**config.mk**
```make
export PLATFORM = sky130hd
export DESIGN_NAME = fmps_link_reader
export DESIGN_NICKNAME = d
export VERILOG_FILES = /design/src/rtl/fmps_pkg.sv /design/src/rtl/fmps_link_rx.sv /design/src/rtl/fmps_link_reader.sv
export SDC_FILE = /design/constraint.sdc
export NUM_CORES = 2
export LEC_CHECK = 0
export CORE_MARGIN = 2
export CORE_UTILIZATION = 54
export CTS_CLUSTER_DIAMETER = 30
export DETAILED_ROUTE_END_ITERATION = 10
export PLACE_DENSITY_LB_ADDON = 0.2
export SLEW_MARGIN = 20
export SYNTH_ARGS = -nofsm -noshare
export SYNTH_HDL_FRONTEND = slang
export SYNTH_SLANG_ARGS = --single-unit
```
**constraint.sdc**
```tcl
create_clock -name sysClk -period 4.9 [get_ports sysClk]
set_input_delay 0.98 -clock sysClk [delete_from_list [all_inputs] [get_ports sysClk]]
set_output_delay 0.98 -clock sysClk [all_outputs]
set_load 0.1 [all_outputs]
```
**src/rtl/fmps_pkg.sv**
```systemverilog
// Shared constants and types for the FMPS link reader: packet magics, CSR bit map,
// parser states and window end status codes.
package fmps_pkg;

    localparam logic [15:0] HDR_MAGIC  = 16'hB6CF;
    localparam logic [15:0] DATA_MAGIC = 16'hCACA;
    localparam int HDR_INDEX_BIT = 10;

    localparam int CSR_ACTIVE_BIT     = 31;
    localparam int CSR_VALID_BIT      = 30;
    localparam int CSR_HDR_ERR_BIT    = 29;
    localparam int CSR_DUP_ERR_BIT    = 28;
    localparam int CSR_CW_INH_BIT     = 19;
    localparam int CSR_CCW_INH_BIT    = 18;
    localparam int CSR_RX_COUNT_LSB   = 6;
    localparam int CSR_MASK_MODE_BIT  = 31;
    localparam int CSR_MASK_VALUE_BIT = 30;
    localparam int CSR_MASK_INDEX_LSB = 24;

    typedef enum logic [2:0] {
        STATUS_OK      = 3'd0,
        STATUS_TIMEOUT = 3'd1,
        STATUS_ERR     = 3'd2,
        STATUS_OVERRUN = 3'd3
    } fmpsStatus_t;

    typedef enum logic [1:0] {
        ST_HDR  = 2'd0,
        ST_DATA = 2'd1,
        ST_DROP = 2'd2
    } parserState_t;

endpackage

```
**src/rtl/fmps_link_rx.sv**
```systemverilog
// One FMPS stream tap: two-beat packet parser, per-index word storage and the
// bitmap of indices received in the current FA cycle.
module fmps_link_rx
    import fmps_pkg::*;
#(
    parameter int INDEX_WIDTH = 5
) (
    input  logic                          sysClk,
    input  logic                          sysReset_n,
    input  logic                          clear,
    input  logic                          acceptEn,
    input  logic                          tValid,
    input  logic                          tLast,
    input  logic [31:0]                   tData,
    input  logic [INDEX_WIDTH-1:0]        readAddress,
    output logic [31:0]                   readData,
    output logic [(1<<INDEX_WIDTH)-1:0]   bitmap,
    output logic                          hdrErr,
    output logic                          dupErr
);
    localparam int SLOTS = 1 << INDEX_WIDTH;

    parserState_t           state;
    logic [INDEX_WIDTH-1:0] slotIndex;
    logic [31:0]            slotMem [SLOTS];
    logic                   goodMagic;
    logic                   hdrBeat;
    logic                   storeBeat;

    assign goodMagic = (tData[31:16] == HDR_MAGIC);
    assign hdrBeat   = (state == ST_HDR) && tValid;
    assign storeBeat = (state == ST_DATA) && tValid && acceptEn;

    always_ff @(posedge sysClk or negedge sysReset_n) begin
        if (!sysReset_n) begin
            state  <= ST_HDR;
            bitmap <= '0;
            hdrErr <= 1'b0;
            dupErr <= 1'b0;
        end else begin
            case (state)
                ST_HDR: begin
                    if (tValid && !tLast)
                        state <= goodMagic ? ST_DATA : ST_DROP;
                end
                ST_DATA: begin
                    if (tValid)
                        state <= tLast ? ST_HDR : ST_DROP;
                end
                ST_DROP: begin
                    if (tValid && tLast)
                        state <= ST_HDR;
                end
                default: state <= ST_HDR;
            endcase

            // The FA-cycle clear beats any flag or bitmap update on the same clock.
            if (clear) begin
                bitmap <= '0;
                hdrErr <= 1'b0;
                dupErr <= 1'b0;
            end else begin
                if (hdrBeat && (!goodMagic || tLast))
                    hdrErr <= 1'b1;
                if (storeBeat) begin
                    bitmap[slotIndex] <= 1'b1;
                    if (bitmap[slotIndex])
                        dupErr <= 1'b1;
                end
            end
        end
    end

    always_ff @(posedge sysClk) begin
        if (hdrBeat)
            slotIndex <= tData[HDR_INDEX_BIT +: INDEX_WIDTH];
        if (storeBeat)
            slotMem[slotIndex] <= tData;
    end

    assign readData = slotMem[readAddress];

endmodule

```
**src/rtl/fmps_link_reader.sv**
```systemverilog
// FMPS CCW/CW stream receiver with per-FA-cycle completion/timeout tracking and CSR.
// Build option: define FMPS_LINK_READER_UB_READOUT_EN to enable the uB snapshot readout.
module fmps_link_reader
    import fmps_pkg::*;
#(
    parameter int INDEX_WIDTH    = 5,
    parameter int SYSCLK_RATE    = 100000000,
    parameter int TIMEOUT_CYCLES = SYSCLK_RATE / 200000
) (
    input  logic                          sysClk,
    input  logic                          sysReset_n,
    input  logic                          csrStrobe,
    input  logic [31:0]                   GPIO_OUT,
    output logic [31:0]                   csr,
    input  logic                          FAstrobe,
    input  logic                          ccwTVALID,
    input  logic                          ccwTLAST,
    input  logic [31:0]                   ccwTDATA,
    input  logic                          cwTVALID,
    input  logic                          cwTLAST,
    input  logic [31:0]                   cwTDATA,
    output logic [(1<<INDEX_WIDTH)-1:0]   fmpsBitmapAll,
    output logic [(1<<INDEX_WIDTH)-1:0]   fmpsBitmapEnabled,
    output logic [(1<<INDEX_WIDTH)-1:0]   fmpsBitmapAllFASnapshot,
    output logic [(1<<INDEX_WIDTH)-1:0]   fmpsEnableBitmapFASnapshot,
    output logic                          fmpsEnabled,
    output logic                          sysStatusStrobe,
    output logic [2:0]                    sysStatusCode,
    output logic                          sysTimeoutStrobe,
    input  logic [INDEX_WIDTH-1:0]        fmpsReadoutAddress,
    output logic [31:0]                   fmpsReadout,
    input  logic                          uBreadoutStrobe,
    output logic [31:0]                   uBreadout,
    output logic                          ccwFmpsInhibit,
    output logic                          cwFmpsInhibit
);
    localparam int SLOTS   = 1 << INDEX_WIDTH;
    localparam int COUNT_W = INDEX_WIDTH + 1;
    localparam int TIMER_W = $clog2(TIMEOUT_CYCLES + 1);

    function automatic logic [COUNT_W-1:0] popCount(input logic [SLOTS-1:0] bits);
        logic [COUNT_W-1:0] n;
        n = '0;
        for (int i = 0; i < SLOTS; i++)
            n = n + COUNT_W'(bits[i]);
        return n;
    endfunction

    logic [SLOTS-1:0]   enableMask;
    logic [SLOTS-1:0]   ccwBitmap, cwBitmap;
    logic [31:0]        ccwWord, cwWord;
    logic               ccwHdrErr, cwHdrErr, ccwDupErr, cwDupErr;
    logic [COUNT_W-1:0] expectedCount, receivedCount;
    logic [TIMER_W-1:0] timer;
    logic               active, valid;
    logic               hdrErr, dupErr;
    logic               unusedCsrBits;

    assign unusedCsrBits = ^GPIO_OUT;

    fmps_link_rx #(.INDEX_WIDTH(INDEX_WIDTH)) ccwRx (
        .sysClk(sysClk), .sysReset_n(sysReset_n), .clear(FAstrobe),
        .acceptEn(active && !ccwFmpsInhibit),
        .tValid(ccwTVALID), .tLast(ccwTLAST), .tData(ccwTDATA),
        .readAddress(fmpsReadoutAddress), .readData(ccwWord),
        .bitmap(ccwBitmap), .hdrErr(ccwHdrErr), .dupErr(ccwDupErr)
    );

    fmps_link_rx #(.INDEX_WIDTH(INDEX_WIDTH)) cwRx (
        .sysClk(sysClk), .sysReset_n(sysReset_n), .clear(FAstrobe),
        .acceptEn(active && !cwFmpsInhibit),
        .tValid(cwTVALID), .tLast(cwTLAST), .tData(cwTDATA),
        .readAddress(fmpsReadoutAddress), .readData(cwWord),
        .bitmap(cwBitmap), .hdrErr(cwHdrErr), .dupErr(cwDupErr)
    );

    assign fmpsBitmapAll     = ccwBitmap | cwBitmap;
    assign fmpsBitmapEnabled = fmpsBitmapAll & enableMask;
    assign fmpsEnabled       = |enableMask;
    assign hdrErr            = ccwHdrErr | cwHdrErr;
    assign dupErr            = ccwDupErr | cwDupErr;

    always_comb begin
        csr = '0;
        csr[CSR_ACTIVE_BIT]  = active;
        csr[CSR_VALID_BIT]   = valid;
        csr[CSR_HDR_ERR_BIT] = hdrErr;
        csr[CSR_DUP_ERR_BIT] = dupErr;
        csr[CSR_CW_INH_BIT]  = cwFmpsInhibit;
        csr[CSR_CCW_INH_BIT] = ccwFmpsInhibit;
        csr[CSR_RX_COUNT_LSB +: COUNT_W] = receivedCount;
        csr[0 +: COUNT_W]    = expectedCount;
    end

    always_ff @(posedge sysClk or negedge sysReset_n) begin
        if (!sysReset_n) begin
            enableMask     <= '1;
            expectedCount  <= '0;
            ccwFmpsInhibit <= 1'b0;
            cwFmpsInhibit  <= 1'b0;
        end else if (csrStrobe) begin
            if (GPIO_OUT[CSR_MASK_MODE_BIT]) begin
                enableMask[GPIO_OUT[CSR_MASK_INDEX_LSB +: INDEX_WIDTH]] <= GPIO_OUT[CSR_MASK_VALUE_BIT];
            end else begin
                expectedCount  <= GPIO_OUT[COUNT_W-1:0];
                ccwFmpsInhibit <= GPIO_OUT[CSR_CCW_INH_BIT];
                cwFmpsInhibit  <= GPIO_OUT[CSR_CW_INH_BIT];
            end
        end
    end

    always_ff @(posedge sysClk or negedge sysReset_n) begin
        if (!sysReset_n) begin
            active                     <= 1'b0;
            valid                      <= 1'b0;
            timer                      <= '0;
            receivedCount              <= '0;
            fmpsBitmapAllFASnapshot    <= '0;
            fmpsEnableBitmapFASnapshot <= '0;
            sysStatusStrobe            <= 1'b0;
            sysTimeoutStrobe           <= 1'b0;
            sysStatusCode              <= STATUS_OK;
        end else begin
            sysStatusStrobe  <= 1'b0;
            sysTimeoutStrobe <= 1'b0;
            // Zeroed at FAstrobe so the stale count of the previous cycle cannot complete the new window.
            receivedCount <= FAstrobe ? '0 : popCount(fmpsBitmapAll);

            if (FAstrobe) begin
                fmpsBitmapAllFASnapshot    <= fmpsBitmapAll;
                fmpsEnableBitmapFASnapshot <= enableMask;
                if (active) begin
                    sysStatusStrobe <= 1'b1;
                    sysStatusCode   <= STATUS_OVERRUN;
                end
                active <= 1'b1;
                valid  <= 1'b0;
                timer  <= '0;
            end else if (active) begin
                if ((expectedCount != '0) && (receivedCount >= expectedCount)) begin
                    active          <= 1'b0;
                    valid           <= 1'b1;
                    sysStatusStrobe <= 1'b1;
                    sysStatusCode   <= (hdrErr || dupErr) ? STATUS_ERR : STATUS_OK;
                end else if (timer == TIMER_W'(TIMEOUT_CYCLES - 1)) begin
                    active           <= 1'b0;
                    valid            <= 1'b0;
                    sysStatusStrobe  <= 1'b1;
                    sysTimeoutStrobe <= 1'b1;
                    sysStatusCode    <= STATUS_TIMEOUT;
                end else begin
                    timer <= timer + 1'b1;
                end
            end
        end
    end

    always_ff @(posedge sysClk or negedge sysReset_n) begin
        if (!sysReset_n)
            fmpsReadout <= '0;
        else if (ccwBitmap[fmpsReadoutAddress])
            fmpsReadout <= ccwWord;
        else if (cwBitmap[fmpsReadoutAddress])
            fmpsReadout <= cwWord;
        else
            fmpsReadout <= '0;
    end

`ifdef FMPS_LINK_READER_UB_READOUT_EN
    logic uBPtr;

    always_ff @(posedge sysClk or negedge sysReset_n) begin
        if (!sysReset_n)
            uBPtr <= 1'b0;
        else if (FAstrobe)
            uBPtr <= 1'b0;
        else if (uBreadoutStrobe)
            uBPtr <= ~uBPtr;
    end

    assign uBreadout = 32'(uBPtr ? fmpsEnableBitmapFASnapshot : fmpsBitmapAllFASnapshot);
`else
    logic unusedUbStrobe;

    assign unusedUbStrobe = uBreadoutStrobe;
    assign uBreadout      = '0;
`endif

endmodule

```
==> results.sh <==
export IMPL_run_status="finished, violations left"
export IMPL_violations="setup timing"
export IMPL_reg2reg_depth=15
export IMPL_ff2ff_setup_slack_ps=-20
export IMPL_clkSinkCount=2287
export IMPL_cp_max_fo=2
export IMPL_antenna_found_initial=18
export IMPL_reg2reg_from="cwRx.bitmap[1]"
export IMPL_setup_viol=1
export IMPL_crit_path_max_incr_delay_ps=540
export IMPL_synth_seq_cells=2287
export IMPL_ant_nets=0
export IMPL_yosysSeqAreaShare=0.753
export IMPL_ctsRootBufferMaster="clkbuf_16"
export IMPL_syn_inst=4620
export IMPL_rows=149
export IMPL_yosys_warnings=0
export IMPL_fin_area_um2=112000
export IMPL_final_common_cell="edfxtp_1"
export IMPL_power_leakage_nw=38.9
export IMPL_netlist_area_um2=89800
export IMPL_layout_nets=5492
export IMPL_drc_errors=0
export IMPL_dp_cells=7093
export IMPL_period_share=1.00
export IMPL_dieArea_um2=170000
export IMPL_instances_no_fill=7891
export IMPL_vdd_drop_max_v=0.000426
export IMPL_p_per_area_nw_per_um2=487
export IMPL_synthArstFlopShare=0.100
export IMPL_die_x_um=412
export IMPL_rsz0062_at_grt="true"
export IMPL_wire_per_inst_um=30.9
export IMPL_synth_edf_count=2058
export IMPL_grt_max_degree=113
export IMPL_drt_iter0_drc=5525
export IMPL_place_area_um2=97200
export IMPL_floorplan_initialDensity=0.544
export IMPL_ios=342
export IMPL_htree_levels=5
export IMPL_drive_gt1_frac=0.299
export IMPL_r2r_end="receivedCount[4]"
export IMPL_dp_hpwl_um=142000
export IMPL_critPathLaunchType="flop"
export IMPL_final_cell_mix="2,058 x edfxtp_1, 443 x clkbuf_16, 400 x mux4_2"
export IMPL_via_per_inst=6.23
export IMPL_slew_headroom=0.276
export IMPL_endpoint="receivedCount[4]"
export IMPL_critPathLaunch="cwRx.bitmap[1]"
export IMPL_hold_path_class="in -> async"
export IMPL_routed_via_count=49100
export IMPL_hold_violations=0
export IMPL_grt_overflow=0
export IMPL_regArea_um2=67600
export IMPL_dp_slack_ps=-114
export IMPL_multi_input_area_um2=21200
export IMPL_fill_cells=10400
export IMPL_grt_pass1_vias=50200
export IMPL_cts_buffer_depth=4
export IMPL_synth_avg_cell_area_um2=19.4
export IMPL_syn2layout_area_growth_pct=24.6
export IMPL_grt_use_total=0.289
export IMPL_core_area_um2=165000
export IMPL_utilization=0.678
export IMPL_fin_ws_ps=-22.8
export IMPL_tritoncts="done"
export IMPL_grt_pass1_wl_um=350000
export IMPL_slowest_stage="fa_1"
export IMPL_ys_flop_type="edfxtp_1"
export IMPL_max_cap_viol_count=0
export IMPL_drtPass1Iterations=8
export IMPL_worstPathArrival_ps=5670
export IMPL_worstSetupPathType="reg -> reg"
export IMPL_hold_slack_ps=156
export IMPL_endpoint_kind="flop"
export IMPL_max_slew_worst_pin_slew_ps=1080
export IMPL_crit_path_frequent_cell="fa_1"
export IMPL_totalWireLength_um=243000
export IMPL_drv_slew=0
export IMPL_fin_skew_ps=95.3
export IMPL_worst_endpoint_required_ps=5650
export IMPL_ys_types=58
export IMPL_cts_made_buffers=435
export IMPL_worstPathCellList="or2_4 > fa_1 > fa_1 > inv_2 > fa_1 > inv_2 > fa_2 > fa_1 > fa_1 > ha_2 > fa_2 > a21o_1 > a21oi_2 > xor2_1 > nor2_1"
export IMPL_postCtsHoldBufs=0
export IMPL_port_buffers=276
export IMPL_fin_crit_ps=4920
export IMPL_fmax_mhz=203
export IMPL_clk_transition_reported_paths_ps=50
export IMPL_gp_congestion=0.868
export IMPL_clock_latency_ps=990
export IMPL_die_y_um=412
repair_timing:
action	in CTS	in global routing
pin swaps	6	8
setup endpoints to repair	2	4
endpoints found under the hold margin	0	0
resized for setup	1	9
setup buffers	1	2
registers in the layout, indices dropped and copies added (netlist names), 6 cells and up:
name	flops
ccwRx.slotMem	1024
fmpsEnableBitmapFASnapshot	32
timer	9
cwRx.slotMem	1024
expectedCount	6
cwRx.bitmap	32
fmpsBitmapAllFASnapshot	32
fmpsReadout	32
receivedCount	6
ccwRx.bitmap	32
enableMask	32
cell type report:
class                           instances  area share
Antenna cell                            4   0.0000895
Clock buffer                          493       0.102
Clock inverter                        298      0.0296
Inverter                               52     0.00174
Multi-Input combinational cell       2014       0.190
Sequential cell                      2287       0.604
Tap cell                             2189      0.0245
Timing Repair Buffer                  554      0.0483
cells in the mapped netlist, types with 71 or more instances:
master    instances  area share
a21oi_1         104      0.0058
a22oi_1         137       0.011
buf_2           101      0.0056
buf_4            71      0.0059
clkbuf_1        126      0.0053
dfrtp_1         197       0.055
edfxtp_1       2058        0.69
mux2_2           86       0.011
mux2i_1         296       0.033
mux4_2          400        0.10
nand2_1          94      0.0039
nor2_1          235      0.0098
nor2b_1          71      0.0049
critical path, delay by kind of cell, from the launching register on:
family          cells  cell delay (ps)
xor+xnor            1              150
buf+inv             2               90
simple gates        2              310
compound gates      2              300
flops               1              370
fa+ha+maj           8             3530
per-stage QoR:
step                      power [W]  setup TNS, ps
final                        0.0545          -22.8
after global routing         0.0558           -238
after CTS                    0.0547          -52.8
after detailed placement     0.0252           -114
after global placement       0.0251          -82.2
after floorplan              0.0240           -109
cell families after synthesis:
logic type,synth area share
buffers and inverters,0.0201
XOR/XNOR,0.000293
other,0.0000418
multiplexers,0.144
AO/OA/AOI/OAI,0.0433
flip-flops,0.753
AND/OR/NAND/NOR,0.0323
adder cells (fa/ha/maj),0.00730
metal layers:
layer / global-route usage / routed length [um]
met2: 0.473 / 122000
met5: 0 / 32
met1: 0.387 / 93100
met4: 0.0998 / 7360
met3: 0.0640 / 21300
worst min-delay path by stage:
stage | depth (start not counted) | end | slack, ps | startpoint
after CTS | 1 | timer[4] | 140 | sysReset_n
final | 1 | fmpsEnableBitmapFASnapshot[6] | 160 | sysReset_n
after detailed placement | 1 | fmpsEnableBitmapFASnapshot[16] | 490 | fmpsEnableBitmapFASnapshot[16]
after floorplan | 2 | cwRx.dupErr | 460 | cwRx.dupErr
after global routing | 1 | fmpsBitmapAllFASnapshot[0] | 190 | sysReset_n
after global placement | 1 | ccwRx.state[0] | 480 | ccwRx.state[1]
power by group:
part	internal [W]	leakage (nW)	total (W)	switching, W
registers	0.0215	21.5	0.0216	0.000163
logic	0.000927	10.3	0.00316	0.00224
clock network	0.0198	7.18	0.0297	0.00991
total	0.0422	38.9	0.0545	0.0123
Power figures use the tool's default switching activity.
